==> src/rtl/hazard_ctrl_unit_if.sv <==
// Signal bundle between the ID-stage hazard controller and the pipeline.
// slave = hazard controller, master = pipeline/testbench side.
interface hazard_ctrl_unit_if #(
    parameter int REG_AW = 5,
    parameter int STAT_W = 16
);
    logic              MemRead_i;
    logic [REG_AW-1:0] RD_i;
    logic [REG_AW-1:0] RS1_i;
    logic [REG_AW-1:0] RS2_i;
    logic              RS1Use_i;
    logic              RS2Use_i;
    logic              MemBusy_i;
    logic              BranchTaken_i;
    logic              noOp_o;
    logic              stall_o;
    logic              PCWrite_o;
    logic              flush_o;
    logic              freeze_o;
    logic [STAT_W-1:0] LuStallCnt_o;
    logic [STAT_W-1:0] MemStallCnt_o;
    // Debug view of the countdown FSM: state_dbg=1 while in the bubble countdown.
    logic              state_dbg;
    logic [3:0]        cnt_dbg;

    modport slave (
        input  MemRead_i, RD_i, RS1_i, RS2_i, RS1Use_i, RS2Use_i, MemBusy_i, BranchTaken_i,
        output noOp_o, stall_o, PCWrite_o, flush_o, freeze_o,
        output LuStallCnt_o, MemStallCnt_o, state_dbg, cnt_dbg
    );

    modport master (
        output MemRead_i, RD_i, RS1_i, RS2_i, RS1Use_i, RS2Use_i, MemBusy_i, BranchTaken_i,
        input  noOp_o, stall_o, PCWrite_o, flush_o, freeze_o,
        input  LuStallCnt_o, MemStallCnt_o, state_dbg, cnt_dbg
    );
endinterface

==> src/rtl/hazard_ctrl_unit.sv <==
// Load-use / memory-busy / branch-flush hazard controller for the 5-stage core.
// Optional statistics counters are built only when HDU_STATS_EN is defined.
module hazard_ctrl_unit #(
    parameter int REG_AW   = 5,
    parameter int LU_STALL = 1,
    parameter int STAT_W   = 16
) (
    input  logic clk_i,
    input  logic rst_i,
    hazard_ctrl_unit_if.slave hif
);

    typedef enum logic {
        RUN = 1'b0,
        LU  = 1'b1
    } state_t;

    localparam logic [3:0] LU_INIT = 4'(LU_STALL - 1);

    state_t     state_q, state_d;
    logic [3:0] cnt_q, cnt_d;
    logic       hz;
    logic       no_op, stall, pc_write, flush, freeze;

    // Unused or x0 source operands never match a load destination.
    assign hz = hif.MemRead_i && (hif.RD_i != '0) &&
                ((hif.RS1Use_i && (hif.RD_i == hif.RS1_i)) ||
                 (hif.RS2Use_i && (hif.RD_i == hif.RS2_i)));

    always_ff @(posedge clk_i or negedge rst_i) begin
        if (!rst_i) begin
            state_q <= RUN;
            cnt_q   <= '0;
        end else begin
            state_q <= state_d;
            cnt_q   <= cnt_d;
        end
    end

    always_comb begin
        state_d  = state_q;
        cnt_d    = cnt_q;
        no_op    = 1'b0;
        stall    = 1'b0;
        pc_write = 1'b1;
        flush    = 1'b0;
        freeze   = 1'b0;
        if (!rst_i) begin
            state_d = RUN;
            cnt_d   = '0;
        end else if (hif.MemBusy_i) begin
            // Freeze wins over everything; state and countdown hold.
            freeze   = 1'b1;
            pc_write = 1'b0;
            stall    = 1'b1;
        end else begin
            case (state_q)
                RUN: begin
                    if (hz) begin
                        no_op    = 1'b1;
                        stall    = 1'b1;
                        pc_write = 1'b0;
                        if (LU_STALL > 1) begin
                            state_d = LU;
                            cnt_d   = LU_INIT;
                        end
                    end else begin
                        flush = hif.BranchTaken_i;
                    end
                end
                LU: begin
                    no_op    = 1'b1;
                    stall    = 1'b1;
                    pc_write = 1'b0;
                    if (cnt_q <= 4'd1) begin
                        state_d = RUN;
                        cnt_d   = '0;
                    end else begin
                        cnt_d = cnt_q - 4'd1;
                    end
                end
                default: begin
                    state_d = RUN;
                    cnt_d   = '0;
                end
            endcase
        end
    end

    assign hif.noOp_o    = no_op;
    assign hif.stall_o   = stall;
    assign hif.PCWrite_o = pc_write;
    assign hif.flush_o   = flush;
    assign hif.freeze_o  = freeze;
    assign hif.state_dbg = (state_q == LU);
    assign hif.cnt_dbg   = cnt_q;

`ifdef HDU_STATS_EN
    logic [STAT_W-1:0] lu_cnt_q, mem_cnt_q;

    // Saturating event counters; they stop at all-ones rather than wrapping.
    always_ff @(posedge clk_i or negedge rst_i) begin
        if (!rst_i) begin
            lu_cnt_q  <= '0;
            mem_cnt_q <= '0;
        end else begin
            if (no_op && (lu_cnt_q != '1))
                lu_cnt_q <= lu_cnt_q + STAT_W'(1);
            if (freeze && (mem_cnt_q != '1))
                mem_cnt_q <= mem_cnt_q + STAT_W'(1);
        end
    end

    assign hif.LuStallCnt_o  = lu_cnt_q;
    assign hif.MemStallCnt_o = mem_cnt_q;
`else
    assign hif.LuStallCnt_o  = '0;
    assign hif.MemStallCnt_o = '0;
`endif

endmodule

==> src/flat_wrapper.sv <==
// flat-port wrapper written by rule: the top's interface ports become plain ports
module hazard_ctrl_unit_flat 
#(
    parameter int REG_AW   = 5,
    parameter int LU_STALL = 1,
    parameter int STAT_W   = 16
)
  (clk_i, rst_i, hif_MemRead_i, hif_RD_i, hif_RS1_i, hif_RS2_i, hif_RS1Use_i, hif_RS2Use_i, hif_MemBusy_i, hif_BranchTaken_i, hif_noOp_o, hif_stall_o, hif_PCWrite_o, hif_flush_o, hif_freeze_o, hif_LuStallCnt_o, hif_MemStallCnt_o, hif_state_dbg, hif_cnt_dbg);
  hazard_ctrl_unit_if #(.REG_AW(REG_AW), .STAT_W(STAT_W)) hif_i ();
  input  logic clk_i;
  input  logic rst_i;
  input wire logic [$bits(hif_i.MemRead_i)-1:0] hif_MemRead_i;
  input wire logic [$bits(hif_i.RD_i)-1:0] hif_RD_i;
  input wire logic [$bits(hif_i.RS1_i)-1:0] hif_RS1_i;
  input wire logic [$bits(hif_i.RS2_i)-1:0] hif_RS2_i;
  input wire logic [$bits(hif_i.RS1Use_i)-1:0] hif_RS1Use_i;
  input wire logic [$bits(hif_i.RS2Use_i)-1:0] hif_RS2Use_i;
  input wire logic [$bits(hif_i.MemBusy_i)-1:0] hif_MemBusy_i;
  input wire logic [$bits(hif_i.BranchTaken_i)-1:0] hif_BranchTaken_i;
  output wire logic [$bits(hif_i.noOp_o)-1:0] hif_noOp_o;
  output wire logic [$bits(hif_i.stall_o)-1:0] hif_stall_o;
  output wire logic [$bits(hif_i.PCWrite_o)-1:0] hif_PCWrite_o;
  output wire logic [$bits(hif_i.flush_o)-1:0] hif_flush_o;
  output wire logic [$bits(hif_i.freeze_o)-1:0] hif_freeze_o;
  output wire logic [$bits(hif_i.LuStallCnt_o)-1:0] hif_LuStallCnt_o;
  output wire logic [$bits(hif_i.MemStallCnt_o)-1:0] hif_MemStallCnt_o;
  output wire logic [$bits(hif_i.state_dbg)-1:0] hif_state_dbg;
  output wire logic [$bits(hif_i.cnt_dbg)-1:0] hif_cnt_dbg;
  assign hif_i.MemRead_i = hif_MemRead_i;
  assign hif_i.RD_i = hif_RD_i;
  assign hif_i.RS1_i = hif_RS1_i;
  assign hif_i.RS2_i = hif_RS2_i;
  assign hif_i.RS1Use_i = hif_RS1Use_i;
  assign hif_i.RS2Use_i = hif_RS2Use_i;
  assign hif_i.MemBusy_i = hif_MemBusy_i;
  assign hif_i.BranchTaken_i = hif_BranchTaken_i;
  assign hif_noOp_o = hif_i.noOp_o;
  assign hif_stall_o = hif_i.stall_o;
  assign hif_PCWrite_o = hif_i.PCWrite_o;
  assign hif_flush_o = hif_i.flush_o;
  assign hif_freeze_o = hif_i.freeze_o;
  assign hif_LuStallCnt_o = hif_i.LuStallCnt_o;
  assign hif_MemStallCnt_o = hif_i.MemStallCnt_o;
  assign hif_state_dbg = hif_i.state_dbg;
  assign hif_cnt_dbg = hif_i.cnt_dbg;
  hazard_ctrl_unit #(.REG_AW(REG_AW), .LU_STALL(LU_STALL), .STAT_W(STAT_W)) u_core (.clk_i(clk_i), .rst_i(rst_i), .hif(hif_i));
endmodule
==> config.mk <==
export PLATFORM = sky130hd
export DESIGN_NAME = hazard_ctrl_unit_flat
export DESIGN_NICKNAME = d
export VERILOG_FILES = /design/src/rtl/hazard_ctrl_unit_if.sv /design/src/rtl/hazard_ctrl_unit.sv /design/src/flat_wrapper.sv
export SDC_FILE = /design/constraint.sdc
export NUM_CORES = 1
export LEC_CHECK = 0
export BUFFER_PORTS_ARGS = -buffer_cell sky130_fd_sc_hd__buf_2
export CORE_ASPECT_RATIO = 0.7
export CORE_MARGIN = 4
export CORE_UTILIZATION = 33
export CTS_CLUSTER_DIAMETER = 150
export DETAILED_ROUTE_END_ITERATION = 7
export GPL_TIMING_DRIVEN = 0
export PLACE_DENSITY = 0.75
export SLEW_MARGIN = 25
export SYNTH_ARGS = -nofsm -noshare
export SYNTH_HDL_FRONTEND = slang
export SYNTH_SLANG_ARGS = --single-unit
==> constraint.sdc <==
create_clock -name clk_i -period 1.57 [get_ports clk_i]
set_clock_uncertainty 0.15 [all_clocks]
set_input_delay 0.0785 -clock clk_i [delete_from_list [all_inputs] [get_ports clk_i]]
set_output_delay 0.0785 -clock clk_i [all_outputs]
set_load 0.02 [all_outputs]
### Word level (Yosys, flattened, before mapping)

Cells that the tools add are included.

| storage, ports and cells | value |
|---|---|
| bits of input ports | 22 |
| bits in latches | 0 |
| output and inout bits | 42 |
| bits in writable memories | 0 |
| memories | 0 |
| memory bits (read-only) | 0 |
| bits in registers | 5 |

| cells by class | value |
|---|---|
| reduce and logical (&&, ||, !) cells | 7 |
| bitwise gates (word level) | 1 |
| $lt $le $gt $ge | 1 |
| equality and inequality tests | 4 |
| divide/modulo/power cells | 0 |
| shift operators | 0 |
| add/subtract/negate cells | 1 |
| mux-type cells | 24 |
| multipliers | 0 |

Operators by type and width:

| operator | count |
|---|---|
| $mux W1 | 18 |
| $mux W4 | 4 |
| $eq A5 B5 Y1 | 2 |
| $reduce_bool A5 Y1 | 1 |
| $le A4 B1 Y1 const B | 1 |
| $logic_and A1 B1 Y1 | 4 |
| $pmux W1 S2 | 2 |
| $sub A4 B1 Y4 const B | 1 |
| $ne A2 B1 Y1 const B | 1 |
| $ne A2 B2 Y1 const B | 1 |
| $reduce_and A2 Y1 | 1 |
| $logic_or A1 B1 Y1 | 1 |
| $not A1 Y1 | 1 |

### Logic depth before layout (Yosys ltp)

| logic depth | value |
|---|---|
| depth after elaboration | 8 |
| gate-level depth with buffers | 6 |

### Worst setup path before layout

No wires, ideal clock.

| timing | value |
|---|---|
| path type | register -> register |
| start point | register u_core.cnt_q[0] (netlist: u_core.hif.cnt_dbg[0]) |
| end point | register u_core.cnt_q[0] (netlist: u_core.hif.cnt_dbg[0]) |
| arrival time | 1406 ps |
| setup slack | -70 ps |
| cell stages (with the launch flop) | 7 |
| buffers on the path | 0 |
| required time | 1336 ps |
| cell sequence | dfrtp_1 inv_1 ha_1 nor2_1 nor3_1 or3_1 a21boi_0 |

| on the way | value |
|---|---|
| cells in the longest elaborated chain, start to end | 5 |
| elaborated cells between the ends (all ways) | 6 |
| classes of those cells | add/sub: 1; order compare: 1; mux: 4 |

RTL lines:

| what | line | RTL |
|---|---|---|
| from (decl) | hazard_ctrl_unit.sv:21 | `logic [3:0] cnt_q, cnt_d;` |
| from (signal assigned) | hazard_ctrl_unit.sv:36 | `cnt_q <= cnt_d;` |
| $sub A4 B1 Y4 or $le A4 B1 Y1 (tied branches) | hazard_ctrl_unit.sv:79, hazard_ctrl_unit.sv:75 |  |
| $mux W4 (*) | hazard_ctrl_unit.sv:75 | `if (cnt_q <= 4'd1) begin` |
| $mux W4 (*) | hazard_ctrl_unit.sv:57 | `case (state_q)` |
| $mux W4 (*) | hazard_ctrl_unit.sv:51 | `end else if (hif.MemBusy_i) begin` |
| $mux W4 (*) | hazard_ctrl_unit.sv:48 | `if (!rst_i) begin` |

Mark *: on every way between the ends. The rest lies on a longest branch, timed or not. The select of a mux whose other input is x is not followed.
A chain may end at the register's enable or synchronous reset.

### Worst setup path in the final report

| timing | value |
|---|---|
| start point | input hif_RD_i[4] |
| end point | output hif_noOp_o |

| on the way | value |
|---|---|
| cells in the longest elaborated chain, start to end | 8 |
| elaborated cells between the ends (all ways) | 12 |
| classes of those cells | eq/ne: 2; mux: 4; reduce/logical: 6 |

RTL lines:

| what | line | RTL |
|---|---|---|
| from (decl) | flat_wrapper.sv:13 | `input wire logic [$bits(hif_i.RD_i)-1:0] hif_RD_i;` |
| $eq A5 B5 Y1 (on tied branches) | hazard_ctrl_unit.sv:27, hazard_ctrl_unit.sv:28 |  |
| $logic_and A1 B1 Y1 (on tied branches) | hazard_ctrl_unit.sv:27, hazard_ctrl_unit.sv:28 |  |
| $logic_or A1 B1 Y1 | hazard_ctrl_unit.sv:27 | `((hif.RS1Use_i && (hif.RD_i == hif.RS1_i)) \|\|` |
| $logic_and A1 B1 Y1 (*) | hazard_ctrl_unit.sv:26 | `assign hz = hif.MemRead_i && (hif.RD_i != '0) &&` |
| $mux W1 (*) | hazard_ctrl_unit.sv:59 | `if (hz) begin` |
| $pmux W1 S2 (*) | hazard_ctrl_unit.sv:57 |  |
| $mux W1 (*) | hazard_ctrl_unit.sv:51 |  |
| $mux W1 (*) | hazard_ctrl_unit.sv:48 |  |
| to (decl) | flat_wrapper.sv:20 | `output wire logic [$bits(hif_i.noOp_o)-1:0] hif_noOp_o;` |

Mark *: on every way between the ends. The rest lies on a longest branch, timed or not.

==> implementation parameters <==
Parameter                              Value

Run status
  Outcome ... complete, but fails checks
  Violated checks ... negative setup slack

Clocking
  Clock root buffer ... sky130_fd_sc_hd__clkbuf_4
  Total clock sinks ... 5
  Cts bufs inserted ... 3
  H-tree depth ... 1
  Clk buf depth ... 2
  TritonCTS clock tree ... yes
  Clock latency on the worst-skew pair ... 0.24 ns
  Clk pin slew, worst setup/hold paths ... 0.04 ns

Timing
  Number of setup violations in the final report ... 1
  Post-Route Setup TNS ... -0.0261 ns
  Final min period ... 1.60 ns
  Count of pins over their slew limit ... 0
  Worst path setup slack after routing ... -0.0261 ns
  Count of final hold-check violations ... 0
  Setup repair after global routing missed its margin ... yes
  Highest attainable clock frequency ... 0.627 GHz
  Minimum hold slack ... 0.0233 ns
  Share of the cycle needed by the critical path after routing ... 102%

Finish
  Number of nets in the layout ... 185
  Layout cell share with drive strength beyond 1 ... 54.4%
  Filler Cell Count ... 181
  Synth-to-layout area growth ... 65.1%
  Leading cell types in the layout, fill and taps excluded ... 36 x sky130_fd_sc_hd__buf_4, 32 x sky130_fd_sc_hd__conb_1, 27 x sky130_fd_sc_hd__buf_2
  Most frequent standard cell in the layout excluding fill and tap cells ... sky130_fd_sc_hd__buf_4
  Inserted Diodes ... 0

Synthesis
  Top flip-flop cell by instance count after synthesis ... sky130_fd_sc_hd__dfrtp_1
  Synthesized area ... 711 um2
  Ys Warns ... 0
  Share of the synthesized area in the top cell type ... 33.8%
  Post-synthesis instance total ... 89
  EDFF count, synth ... 0
  Async set-or-reset flop fraction in the synthesized netlist ... 100%
  Sequential-to-total area share from yosys stat ... 17.6%
  Dominant cell type by area after synthesis ... sky130_fd_sc_hd__buf_4
  Top cells by area, synth ... sky130_fd_sc_hd__buf_4 34%, sky130_fd_sc_hd__dfrtp_1 18%, sky130_fd_sc_hd__xnor2_1 12%, sky130_fd_sc_hd__ha_1 3.5%, sky130_fd_sc_hd__nand2_1 3.2%
  Seq cells post-synth ... 5
  Average instance area after synthesis ... 7.99 um2
  Synth unique cells ... 28

Drt
  Remaining antenna violation count ... 0
  Wire length per cell after detailed routing ... 11.9 um
  Initial DRT Pass Iterations ... 4
  Number of vias in the routed layout ... 724
  Via/cell ratio ... 3.98
  Detailed router's first-iteration violation count ... 11
  Final WL ... 2170 um
  DRC violations left ... 0

Critical path
  Signal arrival time at the worst endpoint ... 1.37 ns
  Worst setup SP type ... input port
  Worst Path Max Fanout ... 4
  Required time worst endpoint ... 1.34 ns
  Flop-to-flop setup slack ... 0.04 ns
  Critical path start-end classification ... input port to output pin
  Endpoint kind of the worst setup timing path ... output pin

Floorplanning
  Chip height ... 46.8 um
  I/O pins ... 64
  Overall die width ... 63.5 um
  Placeable core area ... 1950 um2
  Total number of placement rows ... 13
  Die ar. ... 2970 um2
  Initial Util ... 36.4%

GRT
  Maximum number of pins on one net before global-route repair ... 11
  All-layer global routing usage ... 13.8%
  First-pass GRT wire length ... 3130 um
  Sum of overflow across all layers after global routing ... 0
  Antenna violations before repair ... 0
  Number of global-route vias before repair ... 680

Power
  Maximum vdd drop ... 0.000182 V
  Power density over the cells ... 447 nW/um2
  Leakage power total ... 0.645 nW

Place
  Routability congestion estimate from global placement ... 0.742
  Count of input and output buffers ... 31

Min path
  Class of the tightest hold or removal check ... input port to flop

Job
  Max Cap Violations ... 0
==> flip-flops by register name, indices dropped and copies added (netlist names) <==
signal	cells
u_core.hif.state_dbg	1
u_core.hif.cnt_dbg	4
==> critical path, stage by stage <==
cell and delay [ns]:
sky130_fd_sc_hd__buf_8 0.10, sky130_fd_sc_hd__or4_4 0.53, sky130_fd_sc_hd__o21a_4 0.23, sky130_fd_sc_hd__and2_0 0.13, sky130_fd_sc_hd__a22o_1 0.18, sky130_fd_sc_hd__buf_6 0.13
==> path summary, 6_finish.rpt <==
check,start,to,cells after the start
max in group asynchronous,rst_i,u_core.hif.cnt_dbg[1],2
min in group asynchronous,rst_i,u_core.hif.cnt_dbg[2],2
setup reg to reg,u_core.hif.cnt_dbg[0],u_core.hif.cnt_dbg[0],5
hold reg to reg,u_core.hif.cnt_dbg[3],u_core.hif.state_dbg,2
setup / recovery,hif_RD_i[4],hif_noOp_o,6
hold / removal,rst_i,u_core.hif.state_dbg,3
==> where the power goes <==
group	internal, W	total [W]	switching (W)
combinational	0.000115	0.000248	0.000132
sequential	0.000129	0.000129	0.0000000000000000000557
clock	0.0000960	0.000147	0.0000513
total	0.000341	0.000524	0.000184
==> kinds of logic (layout without fill, tap and decap cells) <==
group	count (synthesis)	after routing	share of synthesized area, %
buf+inv	37	77	36.4
simple gates	21	21	16.5
compound gates	12	12	11.6
xor+xnor	10	10	12.3
flops	5	5	17.6
fa+ha+maj	2	2	3.52
other cells	1	32	0.528
mux	1	1	1.41
==> cell type report <==
class | count | area (um2) | share of cell area, %
buffer | 32 | 240 | 20.5
clock buffer | 4 | 26.3 | 2.24
inverter | 5 | 18.8 | 1.60
multi-input combinational | 78 | 510 | 43.5
sequential | 5 | 128 | 10.9
tap | 22 | 27.5 | 2.35
timing repair buffer | 36 | 223 | 19.0
==> synthesized netlist by cell type, drive strengths merged, types with 2 or more instances <==
| master | count |
|---|---|
| a21boi | 2 |
| nand4 | 2 |
| inv | 5 |
| or4 | 2 |
| buf | 32 |
| dfrtp | 5 |
| and2 | 4 |
| ha | 2 |
| o21ai | 2 |
| nand2 | 6 |
| nand2b | 2 |
| xnor2 | 10 |
==> repair_timing <==
item	CTS	global route
hold buffers	2	0
endpoints found under the hold margin	6	0
resized for setup	13	12
buffers inserted	3	0
pin swaps	5	6
endpoints found under the setup margin	6	7
==> metal layers <==
layer / wire, um / track usage (%) / vias up
met5: 0 / 0 / -
met4: 29 / 3.00 / 0
met3: 127 / 4.07 / 2
met2: 1260 / 29.0 / 28
met1: 748 / 13.9 / 319
li1: - / - / 375
==> stage by stage <==
| step | setup WS, ns | area, um2 | instances | total power [W] | util [%] |
|---|---|---|---|---|---|
| after floorplan | 0.00205 | 835 | 120 | 0.000306 | - |
| after global placement | -0.0676 | 1020 | 173 | 0.000352 | 52.1 |
| after detailed placement | -0.0975 | 1020 | 173 | 0.000355 | 52.1 |
| after CTS | -0.0749 | 1110 | 182 | 0.000519 | 57.1 |
| after global routing | -0.0495 | 1170 | 182 | 0.000561 | 60.1 |
| final | -0.0261 | 1170 | 182 | 0.000524 | 60.1 |
Note: power is estimated with default switching activity, not from simulation.
